[src/rtl/shift_seq_unit_pkg.sv]
// ---------------------------------------------------------------------------
// shift_pkg
// Shared definitions for the sequential shifter slice: default widths,
// the 2-bit shift operation codes and the controller state encoding.
// No ports; imported by shift_seq_unit_if, shift_step and shift_seq_unit.
// ---------------------------------------------------------------------------
package shift_pkg;

   // Default operand width and shift-amount width.
   localparam int SSU_DATA_W  = 32;
   localparam int SSU_SHAMT_W = 5;

   // Shift operation codes as driven on the op input.
   localparam logic [1:0] OP_SLL  = 2'b00;
   localparam logic [1:0] OP_SRL  = 2'b01;
   localparam logic [1:0] OP_SRA  = 2'b10;
   localparam logic [1:0] OP_PASS = 2'b11;

   // Controller states.
   typedef enum logic [1:0] {
      IDLE  = 2'd0,
      SHIFT = 2'd1,
      DONE  = 2'd2
   } state_t;

endpackage

[src/rtl/shift_seq_unit_if.sv]
// ---------------------------------------------------------------------------
// shift_seq_unit_if
// Request/response bundle between the datapath control and the shifter.
//   start    request strobe, only looked at while the shifter is idle
//   op       SLL / SRL / SRA / PASS
//   shamt    shift amount from the shift-amount select mux
//   data_in  operand
//   busy     shifter is stepping
//   done     one-cycle pulse, result is valid
//   result   shifted value, held until the next accepted request completes
// master = requester (control / bench), slave = shifter.
// ---------------------------------------------------------------------------
interface shift_seq_unit_if
   import shift_pkg::*;
#(
   parameter int DATA_W  = SSU_DATA_W,
   parameter int SHAMT_W = SSU_SHAMT_W
);

   logic               start;
   logic [1:0]         op;
   logic [SHAMT_W-1:0] shamt;
   logic [DATA_W-1:0]  data_in;
   logic               busy;
   logic               done;
   logic [DATA_W-1:0]  result;

   modport master (
      output start, op, shamt, data_in,
      input  busy, done, result
   );

   modport slave (
      input  start, op, shamt, data_in,
      output busy, done, result
   );

endinterface

[src/rtl/shift_seq_unit_step.sv]
// ---------------------------------------------------------------------------
// shift_step
// Purely combinational single-position shift of the working register.
//   i_op    operation latched at request time
//   i_data  current working value
//   o_data  value shifted by one position (unchanged for PASS)
// ---------------------------------------------------------------------------
module shift_step
   import shift_pkg::*;
#(
   parameter int DATA_W = SSU_DATA_W
) (
   input  logic [1:0]        i_op,
   input  logic [DATA_W-1:0] i_data,
   output logic [DATA_W-1:0] o_data
);

   // One bit per clock; SRA replicates the sign bit into the vacated MSB.
   always_comb begin
      o_data = i_data;
      case (i_op)
         OP_SLL:  o_data = {i_data[DATA_W-2:0], 1'b0};
         OP_SRL:  o_data = {1'b0, i_data[DATA_W-1:1]};
         OP_SRA:  o_data = {i_data[DATA_W-1], i_data[DATA_W-1:1]};
         default: o_data = i_data;
      endcase
   end

endmodule

[src/rtl/shift_seq_unit.sv]
// ---------------------------------------------------------------------------
// shift_seq_unit
// Multicycle shifter that sits beside the ALU: takes an operand and a shift
// amount and shifts one bit position per clock under start/busy/done.
//   clk    rising-edge clock
//   reset  synchronous, active-high; aborts any operation without a done
//   bus    shift_seq_unit_if slave modport (start/op/shamt/data_in in,
//          busy/done/result out)
// A request with shamt==0 or op==PASS completes one cycle after acceptance;
// otherwise the unit spends shamt cycles in SHIFT and then one in DONE.
// ---------------------------------------------------------------------------
module shift_seq_unit
   import shift_pkg::*;
#(
   parameter int DATA_W  = SSU_DATA_W,
   parameter int SHAMT_W = SSU_SHAMT_W
) (
   input  logic              clk,
   input  logic              reset,
   shift_seq_unit_if.slave   bus
);

   state_t             r_state;
   logic [DATA_W-1:0]  r_sreg;
   logic [SHAMT_W-1:0] r_count;
   logic [1:0]         r_opQ;
   logic               r_busy;
   logic               r_done;
   logic [DATA_W-1:0]  r_result;
   logic [DATA_W-1:0]  w_shifted;

   shift_step #(
      .DATA_W (DATA_W)
   ) u_step (
      .i_op   (r_opQ),
      .i_data (r_sreg),
      .o_data (w_shifted)
   );

   // Controller, working register and outputs in one registered block.
   // busy/done/result are set on the edge that enters the corresponding
   // state so they are clean registered outputs. The request fields are
   // copied at acceptance, so later changes on the bus have no effect, and
   // start is only examined in IDLE, so re-requests are simply dropped.
   // count stops at 1: the edge that sees count==1 performs the final shift
   // and moves to DONE instead of decrementing.
   always_ff @(posedge clk) begin
      if (reset) begin
         r_state  <= IDLE;
         r_sreg   <= '0;
         r_count  <= '0;
         r_opQ    <= OP_SLL;
         r_busy   <= 1'b0;
         r_done   <= 1'b0;
         r_result <= '0;
      end else begin
         r_done <= 1'b0;
         case (r_state)
            IDLE: begin
               if (bus.start) begin
                  r_sreg  <= bus.data_in;
                  r_opQ   <= bus.op;
                  r_count <= bus.shamt;
                  if ((bus.shamt == '0) || (bus.op == OP_PASS)) begin
                     r_state  <= DONE;
                     r_done   <= 1'b1;
                     r_result <= bus.data_in;
                  end else begin
                     r_state <= SHIFT;
                     r_busy  <= 1'b1;
                  end
               end
            end
            SHIFT: begin
               r_sreg <= w_shifted;
               if (r_count == SHAMT_W'(1)) begin
                  r_state  <= DONE;
                  r_busy   <= 1'b0;
                  r_done   <= 1'b1;
                  r_result <= w_shifted;
               end else begin
                  r_count <= r_count - SHAMT_W'(1);
               end
            end
            DONE: begin
               r_state <= IDLE;
            end
            default: begin
               r_state <= IDLE;
               r_busy  <= 1'b0;
            end
         endcase
      end
   end

   assign bus.busy   = r_busy;
   assign bus.done   = r_done;
   assign bus.result = r_result;

endmodule

[src/flat_wrapper.sv]
// flat-port wrapper written by rule: the top's interface ports become plain ports
module shift_seq_unit_flat import shift_pkg::*;
#(
   parameter int DATA_W  = SSU_DATA_W,
   parameter int SHAMT_W = SSU_SHAMT_W
)
  (clk, reset, bus_start, bus_op, bus_shamt, bus_data_in, bus_busy, bus_done, bus_result);
  shift_seq_unit_if #(.DATA_W(DATA_W), .SHAMT_W(SHAMT_W)) bus_i ();
  input  logic clk;
  input  logic reset;
  input wire logic [$bits(bus_i.start)-1:0] bus_start;
  input wire logic [$bits(bus_i.op)-1:0] bus_op;
  input wire logic [$bits(bus_i.shamt)-1:0] bus_shamt;
  input wire logic [$bits(bus_i.data_in)-1:0] bus_data_in;
  output wire logic [$bits(bus_i.busy)-1:0] bus_busy;
  output wire logic [$bits(bus_i.done)-1:0] bus_done;
  output wire logic [$bits(bus_i.result)-1:0] bus_result;
  assign bus_i.start = bus_start;
  assign bus_i.op = bus_op;
  assign bus_i.shamt = bus_shamt;
  assign bus_i.data_in = bus_data_in;
  assign bus_busy = bus_i.busy;
  assign bus_done = bus_i.done;
  assign bus_result = bus_i.result;
  shift_seq_unit #(.DATA_W(DATA_W), .SHAMT_W(SHAMT_W)) u_core (.clk(clk), .reset(reset), .bus(bus_i));
endmodule
[config.mk]
export PLATFORM = sky130hd
export DESIGN_NAME = shift_seq_unit_flat
export DESIGN_NICKNAME = d
export VERILOG_FILES = /design/src/rtl/shift_seq_unit_pkg.sv /design/src/rtl/shift_seq_unit_if.sv /design/src/rtl/shift_seq_unit_step.sv /design/src/rtl/shift_seq_unit.sv /design/src/flat_wrapper.sv
export SDC_FILE = /design/constraint.sdc
export NUM_CORES = 1
export LEC_CHECK = 0
export CAP_MARGIN = 20
export CORE_ASPECT_RATIO = 0.6
export CORE_MARGIN = 5
export CORE_UTILIZATION = 56
export DETAILED_ROUTE_END_ITERATION = 6
export PLACE_DENSITY_LB_ADDON = 0.25
export SYNTH_ARGS = -nofsm -noshare
export SYNTH_HDL_FRONTEND = slang
export SYNTH_SLANG_ARGS = --single-unit
[constraint.sdc]
create_clock -name clk -period 3.58 [get_ports clk]
set_clock_uncertainty 0.05 [all_clocks]
set_input_delay 0.537 -clock clk [delete_from_list [all_inputs] [get_ports clk]]
set_output_delay 0.537 -clock clk [all_outputs]
set_load 0.005 [all_outputs]
# Word level (Yosys, flattened, before mapping)
# Cells that the tools add are included.
# word_totals
regBits	75
latchBits	0
ramBits	0
rom_bits	0
output_inout_bits	34
wordCells	53
mem_count	0
# op_classes
n_addsub	1
multipliers	0
div	0
order_cmp	0
eq_ne	11
shift	0
muxes	22
bitwise_logic	1
n_reduce_logical	11
# op_table
cell	count
$mux W32	4
$pmux W32 S2	2
$pmux W32 S3	1
$mux W5	2
$pmux W5 S2	1
$reduce_and A4 Y1	2
$eq A2 B2 Y1 const B	3
$mux W1	6
$mux W2	3
$ne A2 B2 Y1 const B	3
$reduce_and A2 Y1	3
$eq A5 B1 Y1 const B	1
$logic_not A5 Y1	1
$sub A5 B1 Y5 const B	1
$eq A2 B1 Y1 const B	2
$logic_not A2 Y1	2
$ne A2 B1 Y1 const B	2
$pmux W2 S2	1
$pmux W1 S3	1
$reduce_and A3 Y1	1
$pmux W1 S2	1
$reduce_bool A2 Y1	1
$logic_or A1 B1 Y1	1
$not A1 Y1	1

# Depth between registers and ports, before layout
# Gate-level depths: netlist (run 1).
# logic_depth
ltp_word	5
ltp_mapped	8

# Cells and area by module
# From an unflattened synthesis (run 1), not the netlist that was laid out.
# hier_totals
hier_cells	539
hier_area_um2	4778.3
# modules_own_cells
module	n_inst	cells_per_inst	area_each_um2	seq_area_each_um2
shift_seq_unit	1	433	3694.8	1501.4
shift_step	1	106	1083.5	0.0

# Least setup slack after synthesis (run 1)
# OpenSTA, ideal clock, no wires.
# synth_timing
path_kind	input-to-reg
start	in bus_shamt[2]
end	reg u_core.r_result[10] (netlist: u_core.bus.result[10])
setup_time_ps	146
t_arrival_ps	1801
setup_slack_ps	1583
stages	6
path_cell_list	or4_4 -> o21a_2 -> o21ai_2 -> buf_6 -> buf_12 -> a211oi_2
# synth_via
elab_chain_len	4
# synth_rtl
item	line	text
from (decl)	flat_wrapper.sv:13	input wire logic [$bits(bus_i.shamt)-1:0] bus_shamt;
$logic_not A5 Y1	shift_seq_unit.sv:64	if ((bus.shamt == '0) || (bus.op == OP_PASS)) begin
$logic_or A1 B1 Y1	shift_seq_unit.sv:64	
$ne A2 B1 Y1 (no source line)	n/a	
$reduce_and A4 Y1 (no source line)	n/a	
to (signal assigned)	shift_seq_unit.sv:67	r_result <= bus.data_in;
to (signal assigned)	shift_seq_unit.sv:80	r_result <= w_shifted;
to (decl)	shift_seq_unit.sv:29	logic [DATA_W-1:0] r_result;
# No other way between the ends.
# A chain may end at the register's enable or synchronous reset.

# Final worst setup path (run 1)
# layout_timing
start	reg u_core.r_state[1]
end	reg u_core.r_sreg[4]
# layout_via
elab_chain_len	3
word_cells_on_any_way	6
# layout_rtl
item	line	text
from (decl)	shift_seq_unit.sv:23	state_t r_state;
from (signal assigned)	shift_seq_unit.sv:49	r_state <= IDLE;
from (signal assigned)	shift_seq_unit.sv:65	r_state <= DONE;
from (signal assigned)	shift_seq_unit.sv:69	r_state <= SHIFT;
$eq A2 B1 Y1 / $logic_not A2 Y1 (equally long branches)	shift_seq_unit.sv:58	case (r_state)
$reduce_bool A2 Y1 (no source line) / $ne A2 B2 Y1 (equally long branches)	n/a	
$reduce_and A2 Y1 (no source line)	n/a	
to (signal assigned)	shift_seq_unit.sv:61	r_sreg <= bus.data_in;
to (signal assigned)	shift_seq_unit.sv:75	r_sreg <= w_shifted;
to (decl)	shift_seq_unit.sv:24	logic [DATA_W-1:0] r_sreg;
# Several ways; a longest one is shown, not always the timed one.

==> impl_metrics.csv, run 1 <==
group,metric,value,unit
finish,fin_nets,528,
finish,finish.utilization,73.6,%
power_and_ir_drop,design_power_total,2.62,mW
die,dieArea,8820,sq um
min_path,min_from,"u_core.r_sreg[31]",
place,globalplace.congestion,0.820,
setup_path,cp_max_fo,28,
synth,yosysTopAreaCell,"dfxtp_1",
finish,regArea,1500,sq um
synth,syn-cell-area,3920,sq um
global_route,grt_pass1_vias,3434,
route,totalWireLength,10700,um
timing,setup_violations,0,
job,drv_cap,0,
clocking,cts_buffer_depth,2,
setup_path,crit_type,"flop to flop",
power_and_ir_drop,ir_drop,0.000451,V
clocking,postCtsResizedCells,0,
synth,postSynthCellCount,431,
power_and_ir_drop,cellPowerDensity,530,nW/um^2
synth,ys_ff_latch,75,
place,post-place-ws,0.710,ns
finish,multi_input_area,2150,sq um
finish,layout_common_cells,"dfxtp_1 (75), clkdlybuf4s50_1 (74), nor2_1 (63)",
timing,worst_slew_pin_slew,1.01,ns
global_route,grt_max_degree,61,
setup_path,r2r-start,"u_core.r_state[1]",
synth,synth_top_area_share,38.3,%
synth,synth_area_per_cell,9.09,sq um
die,fp.dieH,74.8,um
finish,stdcell_area,4950,sq um
finish,final_common_cell,"dfxtp_1",
power_and_ir_drop,switchingPower,728,uW
route,drcViolationCount,0,
place,numPortBuffers,75,
clocking,cts_tree,"built",
finish,synthToLayoutAreaGrowth,26.4,%
clocking,clk_latency,0.33,ns
timing,fin_tns_setup,0,ns
global_route,grt-ovfl-total,0,
die,initial_core_util,58.2,%
die,io_pins,76,
power_and_ir_drop,power.internal,1.90,mW
die,rows,23,
die,die_width,118,um
timing,fin_ws,1.02,ns
global_route,grt_pass1_wl,17600,um
timing,rsz0062_at_grt,"no",
place,dpl.hpwl,7320,um
power_and_ir_drop,sequentialPowerShare,38.4,%
timing,period_minus_slack,2.56,ns
setup_path,worstSetupStartpoint,"u_core.r_state[1]",
timing,timing.final.crit_share,71.6,%
synth,synth.distinct_cells,46,
power_and_ir_drop,switching_share,27.7,%
finish,drive_gt1_share,13.5,%
synth,synthArstFlopShare,0,%
finish,nFillCells,507,
route,via_count,3722,
clocking,ctsHoldBuffers,0,
synth,yosys-top-cells-area,"dfxtp_1 (38%), a211oi_2 (8.0%), a211oi_1 (6.5%)",
place,dpl-instance-area,4610,sq um
route,viasPerCell,6.46,
route,drtAntennaViolNets,0,
setup_path,cp-start-kind,"flop",
timing,finalHoldViolCount,0,
run_status,outcome,"finished clean",
setup_path,required,3.73,ns
timing,max_freq,390,MHz
route,first_pass_iters,5,
setup_path,cp-end-kind,"flop",
synth,ys_seq_area_share,38.3,%
global_route,antenna_found_initial,0,
global_route,track_usage,24.4,%
power_and_ir_drop,comb_power_share,21.9,%
timing,slew-limit-headroom,32.5,%
synth,ys_warn_count,0,
power_and_ir_drop,p_leak,1.76,nW
clocking,cts.sinks,75,
min_path,hp-class,"flop to flop",
synth,synth_ff_type,"dfxtp_1",
synth,synth_edf_count,0,
clocking,cts.reportedPaths.clkPinSlew,0.06,ns
clocking,h-tree-depth,3,
die,core_area,6730,sq um
timing,maxSlewViolCount,0,
setup_path,cp.arrival,2.71,ns
route,drtIter0Drc,443,
route,wl_per_cell,18.6,um
clocking,cts_buffers,9,
clocking,root_buffer,"clkbuf_16",
power_and_ir_drop,clkPwrFrac,39.6,%
clocking,post_cts_buffers,0,
synth,synth_fp_nets,475,
finish,diodes,0,
[cell usage after synthesis (all sizes together), types with 7 or more instances]
master    n
dfxtp    75
nor2     63
a211oi   59
nor3     31
buf      28
a221oi   24
a2bb2oi  24
a21oi    18
clkbuf   18
nand2    10
o211ai   10
o21ai     7
[state kept, by name, indices dropped and copies added, names as in the netlist]
name and flops:
u_core.r_opQ 2, u_core.r_count 5, u_core.r_sreg 32, u_core.bus.result 32, u_core.bus.done 1, u_core.r_state 2, u_core.bus.busy 1
[critical path, stage by stage (launching register included)]
cell and delay [ns]:
dfxtp_1 0.49, nand2b_1 0.80, buf_4 0.44, a21oi_1 0.09, a221oi_1 0.42, a211oi_1 0.13
[layout make-up]
cell class | count | area share, %
clock buffers | 11 | 4.90
clock inverters | 5 | 2.02
inverters | 3 | 0.227
multi-input cells | 307 | 43.3
flip-flops and latches | 75 | 30.3
well taps | 87 | 2.20
repair buffers | 88 | 17.0
[final timing paths]
check	endpoint	slack, ns	cells past startpoint
setup / recovery	u_core.r_sreg[4]	1.02	5
hold / removal	u_core.r_sreg[31]	0.45	2
setup reg to reg	u_core.r_sreg[4]	1.02	5
hold reg to reg	u_core.r_sreg[31]	0.45	2
[layer usage]
layer	global-route usage (%)	wire length, um
met3	6.61	970
met5	0	0
met4	7.12	111
met2	36.7	4760
met1	34.8	4900
[power groups by stage]
stage | clock, mW | sequential (mW) | combinational, mW
5_1_grt | 1.09 | 1.02 | 0.627
2_1_floorplan | 0 | 0.997 | 0.397
6_report | 1.04 | 1.01 | 0.576
3_5_place_dp | 0 | 1.02 | 0.567
4_1_cts | 1.05 | 1.00 | 0.573
3_3_place_gp | 0 | 1.02 | 0.551
[cell families (layout without fill, tap and decap cells)]
family | count (synthesis) | count (layout) | share of synthesized area (%)
compound gates | 158 | 158 | 34.3
flops | 75 | 75 | 38.3
buf+inv | 49 | 107 | 7.31
simple gates | 140 | 140 | 17.6
mux | 6 | 6 | 1.57
fa+ha+maj | 2 | 2 | 0.639
xor+xnor | 1 | 1 | 0.224
[metrics by stage]
stage               hold WS [ns]  std cells
finish                     0.452        576
global placement           0.436        560
global route               0.486        576
detailed placement         0.445        560
CTS                        0.453        576
floorplan                  0.399        431
(Power assumes the default switching activity.)
==> inputs of run 2 (changes only) <==
CORE_UTILIZATION = 47   (was 56)
clock period = 2.1 ns   (was 3.58 ns; I/O delays follow)
==> impl_metrics.csv, run 2 (synthesis results as in run 1) <==
group,metric,value,unit
global_route,grt_max_degree,76,
global_route,grt_pass1_wl,17900,um
clocking,clk_latency,0.33,ns
die,die_width,128,um
finish,regArea,1500,sq um
timing,timing.final.crit_share,93.8,%
finish,fin_nets,542,
die,initial_core_util,48.9,%
clocking,cts_tree,"built",
setup_path,r2r_slack,0.13,ns
place,dp.cells,595,
route,via_count,3706,
global_route,track_usage,21.7,%
timing,maxSlewViolCount,0,
setup_path,crit_path_max_incr_delay,0.51,ns
setup_path,cp.arrival,2.16,ns
finish,stdcell_area,5080,sq um
route,totalWireLength,11000,um
finish,layout_common_cells,"dfxtp_1 (75), clkdlybuf4s50_1 (74), nor2_1 (63)",
setup_path,reg2reg_to,"u_core.bus.result[4]",
clocking,postCtsResizedCells,0,
min_path,hold_depth,3,
setup_path,crit_type,"flop to flop",
finish,multi_input_area,2150,sq um
clocking,cts.sinks,75,
finish,synthToLayoutAreaGrowth,29.7,%
min_path,hp-class,"input port to flop",
setup_path,path_delay_family,"simple AND/OR/NAND/NOR gates",
min_path,min_from,"reset",
finish,drive_gt1_share,15.0,%
finish,diodes,0,
route,drtAntennaViolNets,0,
clocking,ctsHoldBuffers,0,
clocking,cts_buffers,9,
setup_path,ff2ff_path_depth,7,
setup_path,cp-end-kind,"flop",
setup_path,r2r-start,"u_core.r_count[1]",
clocking,cts.reportedPaths.clkPinSlew,0.05,ns
global_route,antenna_found_initial,0,
route,drcViolationCount,0,
setup_path,cp-start-kind,"flop",
die,io_pins,76,
setup_path,critPathBufInv,2,
place,dpl-instance-area,4830,sq um
min_path,whs_endpoint,"u_core.r_sreg[22]",
setup_path,required,2.29,ns
finish,fin_cells,608,
clocking,post_cts_buffers,0,
power_and_ir_drop,p_leak,1.81,nW
clocking,cts_buffer_depth,2,
setup_path,slowest_stage,"or4b_4",
place,dpl.hpwl,7440,um
power_and_ir_drop,cellPowerDensity,811,nW/um^2
die,core_area,8010,sq um
timing,slew-limit-headroom,60.9,%
place,globalplace.congestion,0.818,
finish,nFillCells,695,
finish,final_common_cell,"dfxtp_1",
timing,max_freq,508,MHz
timing,setup_violations,0,
place,numPortBuffers,75,
route,viasPerCell,6.10,
timing,worst_slew_pin_slew,0.586,ns
route,drtIter0Drc,397,
die,fp.dieH,80.7,um
timing,finalHoldViolCount,0,
run_status,outcome,"finished clean",
job,drv_cap,0,
clocking,h-tree-depth,3,
setup_path,cp_max_fo,32,
die,rows,25,
setup_path,cp_cell_sequence,"inv_1 > ha_1 > or4b_4 > o22ai_4 > buf_12 > nor3_1 > a211oi_2",
global_route,grt_pass1_vias,3488,
route,wl_per_cell,18.0,um
route,first_pass_iters,5,
timing,rsz0062_at_grt,"no",
timing,period_minus_slack,1.97,ns
die,dieArea,10300,sq um
global_route,grt-ovfl-total,0,
power_and_ir_drop,ir_drop,0.000549,V
clocking,root_buffer,"clkbuf_16",
## run 2: cell types whose count changed in the layout (fill, tap and decap cells not counted), sizes merged
| cell | change |
|---|---|
| buf | +14 |
| bufinv | -3 |
| clkinv | -2 |
| clkbuf | +2 |
## run 2: report_power, final
part,switching [mW],internal [mW]
sequential,0.142,1.57
clock,0.545,0.813
combinational,0.523,0.522
## run 2: tightest hold or removal path, cell delays in order
cell	delay, ns
buf_2	0.11
buf_12	0.22
nor2_1	0.13
## run 2: area by class of cell
type                    count  area share, %
clock buffers              13           4.93
inverters                   3          0.222
multi-input cells         307           42.2
flip-flops and latches     75           29.6
well taps                 108           2.66
repair buffers            102           20.4
## run 2: routing by layer
layer	routed length (um)	share of wire [%]	global-route usage [%]
met2	4630	42	30.2
met3	729	6.6	5.38
met1	5500	50	32.7
met4	106	0.97	6.46
met5	0	0	0
## run 2: how the worst max path moves through the flow
| stage | startpoint | end | slack [ns] | cells after the start |
|---|---|---|---|---|
| after floorplan | u_core.r_count[1] | u_core.bus.result[10] | 0.28 | 8 |
| after global placement | bus_shamt[2] | u_core.bus.result[25] | -0.09 | 6 |
| after detailed placement | bus_shamt[2] | u_core.bus.result[24] | -0.14 | 6 |
| after CTS | u_core.r_count[1] | u_core.bus.result[4] | 0.16 | 7 |
| after global routing | u_core.r_opQ[1] | u_core.r_sreg[4] | 0.04 | 4 |
| final | u_core.r_count[1] | u_core.bus.result[4] | 0.13 | 7 |
## run 2: per-stage QoR
step	util [%]	power, mW	setup slack, ns	setup TNS (ns)	hold WS, ns
after floorplan	-	2.38	0.279	0	0.399
after global placement	60.3	2.75	-0.0920	-2.47	0.430
after detailed placement	60.3	2.77	-0.143	-4.09	0.438
after CTS	63.4	4.13	0.161	0	0.440
after global routing	63.4	4.32	0.0395	0	0.461
final	63.4	4.12	0.131	0	0.449
==> inputs of run 3 (changes only) <==
GPL_TIMING_DRIVEN = 0   (was unset)
SLEW_MARGIN = 40   (was unset)
==> impl_metrics.csv, run 3 (synthesis results as in run 1) <==
group,metric,value,unit
route,drtIter0Drc,590,
setup_path,cp_cell_sequence,"clkdlybuf4s50_1 > or4_4 > o21a_4 > o21ai_4 > buf_6 > buf_12 > a211oi_2",
timing,timing.final.crit_share,97.7,%
setup_path,r2r-start,"u_core.r_count[0]",
route,via_count,3928,
finish,finish.utilization,65.2,%
place,dp.cells,613,
clocking,clk_latency,0.34,ns
job,drv_cap,0,
setup_path,path_delay_family,"buffers and inverters",
die,die_width,128,um
global_route,grt_pass1_vias,3655,
timing,max_freq,487,MHz
route,drtAntennaViolNets,0,
finish,nFillCells,671,
finish,diodes,0,
die,dieArea,10300,sq um
setup_path,r2r_slack,0.06,ns
power_and_ir_drop,design_power_total,4.51,mW
power_and_ir_drop,p_leak,1.87,nW
place,dpl.hpwl,8720,um
die,fp.dieH,80.7,um
setup_path,cp.arrival,2.19,ns
clocking,cts.reportedPaths.clkPinSlew,0.06,ns
setup_path,cp-end-kind,"flop",
timing,maxSlewViolCount,0,
die,initial_core_util,48.9,%
global_route,track_usage,23.6,%
die,rows,25,
finish,drive_gt1_share,17.6,%
setup_path,crit_type,"input port to flop",
timing,fin_tns_setup,0,ns
timing,setup_violations,0,
global_route,grt-ovfl-total,0,
global_route,antenna_found_initial,0,
setup_path,ff2ff_path_depth,6,
setup_path,reg2reg_to,"u_core.bus.result[31]",
power_and_ir_drop,cellPowerDensity,863,nW/um^2
clocking,ctsHoldBuffers,0,
route,first_pass_iters,5,
setup_path,cp-start-kind,"input port",
die,core_area,8010,sq um
timing,finalHoldViolCount,0,
power_and_ir_drop,ir_drop,0.000471,V
timing,period_minus_slack,2.05,ns
place,globalplace.congestion,0.915,
place,post-place-ws,-0.409,ns
clocking,cts_buffers,9,
min_path,whs_endpoint,"u_core.bus.done",
place,numPortBuffers,74,
route,totalWireLength,12500,um
finish,layout_common_cells,"dfxtp_1 (75), clkdlybuf4s50_1 (74), nor2_1 (63)",
global_route,grt_max_degree,13,
die,io_pins,76,
setup_path,cp.depth,7,
route,viasPerCell,6.23,
min_path,min_from,"reset",
clocking,root_buffer,"clkbuf_16",
min_path,hp-class,"input port to flop",
timing,fin_ws,0.0474,ns
clocking,h-tree-depth,3,
finish,final_common_cell,"dfxtp_1",
finish,synthToLayoutAreaGrowth,33.3,%
clocking,cts.sinks,75,
global_route,grt_pass1_wl,19200,um
setup_path,critPathBufInv,3,
route,wl_per_cell,19.7,um
run_status,outcome,"finished clean",
setup_path,required,2.23,ns
setup_path,worstSetupStartpoint,"bus_shamt[2]",
finish,fin_cells,631,
min_path,hold_depth,2,
setup_path,slowest_stage,"or4_4",
finish,fin_nets,562,
route,drcViolationCount,0,
timing,worst_slew_pin_slew,0.813,ns
setup_path,crit_path_max_incr_delay,0.58,ns
clocking,cts_buffer_depth,2,
timing,slew-limit-headroom,45.8,%
setup_path,cp_max_fo,10,
clocking,cts_tree,"built",
## run 3: final cells by class
cell class | count | area [sq um] | share of cell area [%]
clock buffer | 12 | 256 | 4.91
sequential | 75 | 1500 | 28.8
tap | 108 | 135 | 2.59
multi-input combinational | 307 | 2210 | 42.3
buffer | 46 | 278 | 5.32
clock inverter | 4 | 72.6 | 1.39
inverter | 3 | 11.3 | 0.216
timing repair buffer | 76 | 756 | 14.5
## run 3: worst register-to-register path: cells and delay by family (launching register included)
family / cells / cell delay, ns
compound gates: 3 / 0.60
simple gates: 1 / 0.50
flops: 1 / 0.38
buf+inv: 1 / 0.22
fa+ha+maj: 1 / 0.21
## run 3: worst max-delay path by stage
stage / end / slack (ns)
floorplan: u_core.bus.result[10] / 0.28
global placement: u_core.bus.result[10] / -0.39
detailed placement: u_core.bus.result[19] / -0.41
CTS: u_core.r_sreg[4] / 0.03
global route: u_core.r_sreg[4] / -0.007
finish: u_core.bus.result[13] / 0.05
## run 3: per-layer routing
metal  up-vias  global-route usage, %  wire, um
met3        23                   7.11      1280
met5         -                      0         0
met2       218                   33.1      5170
met1      1868                   34.4      5780
li1       1819                      -         -
met4         0                   7.42       216
## run 3: what timing repair did
action | in CTS | in global routing
pin swaps | 0 | 2
setup endpoints to repair | 34 | 44
buffers inserted | 0 | 1
cloned | 0 | 1
resized for setup | 3 | 17
## run 3: stage by stage
step	cell area (sq um)	hold slack, ns
after global routing	5220	0.425
after floorplan	3920	0.399
after CTS	5140	0.403
after detailed placement	4790	0.451
final	5220	0.407
after global placement	4790	0.436
## run 3: report_power, final
group          leakage, nW  internal, mW  switching [mW]
combinational         1.09         0.520           0.579
clock                0.159          1.10           0.592
sequential           0.618          1.57           0.139
total                 1.87          3.20            1.31
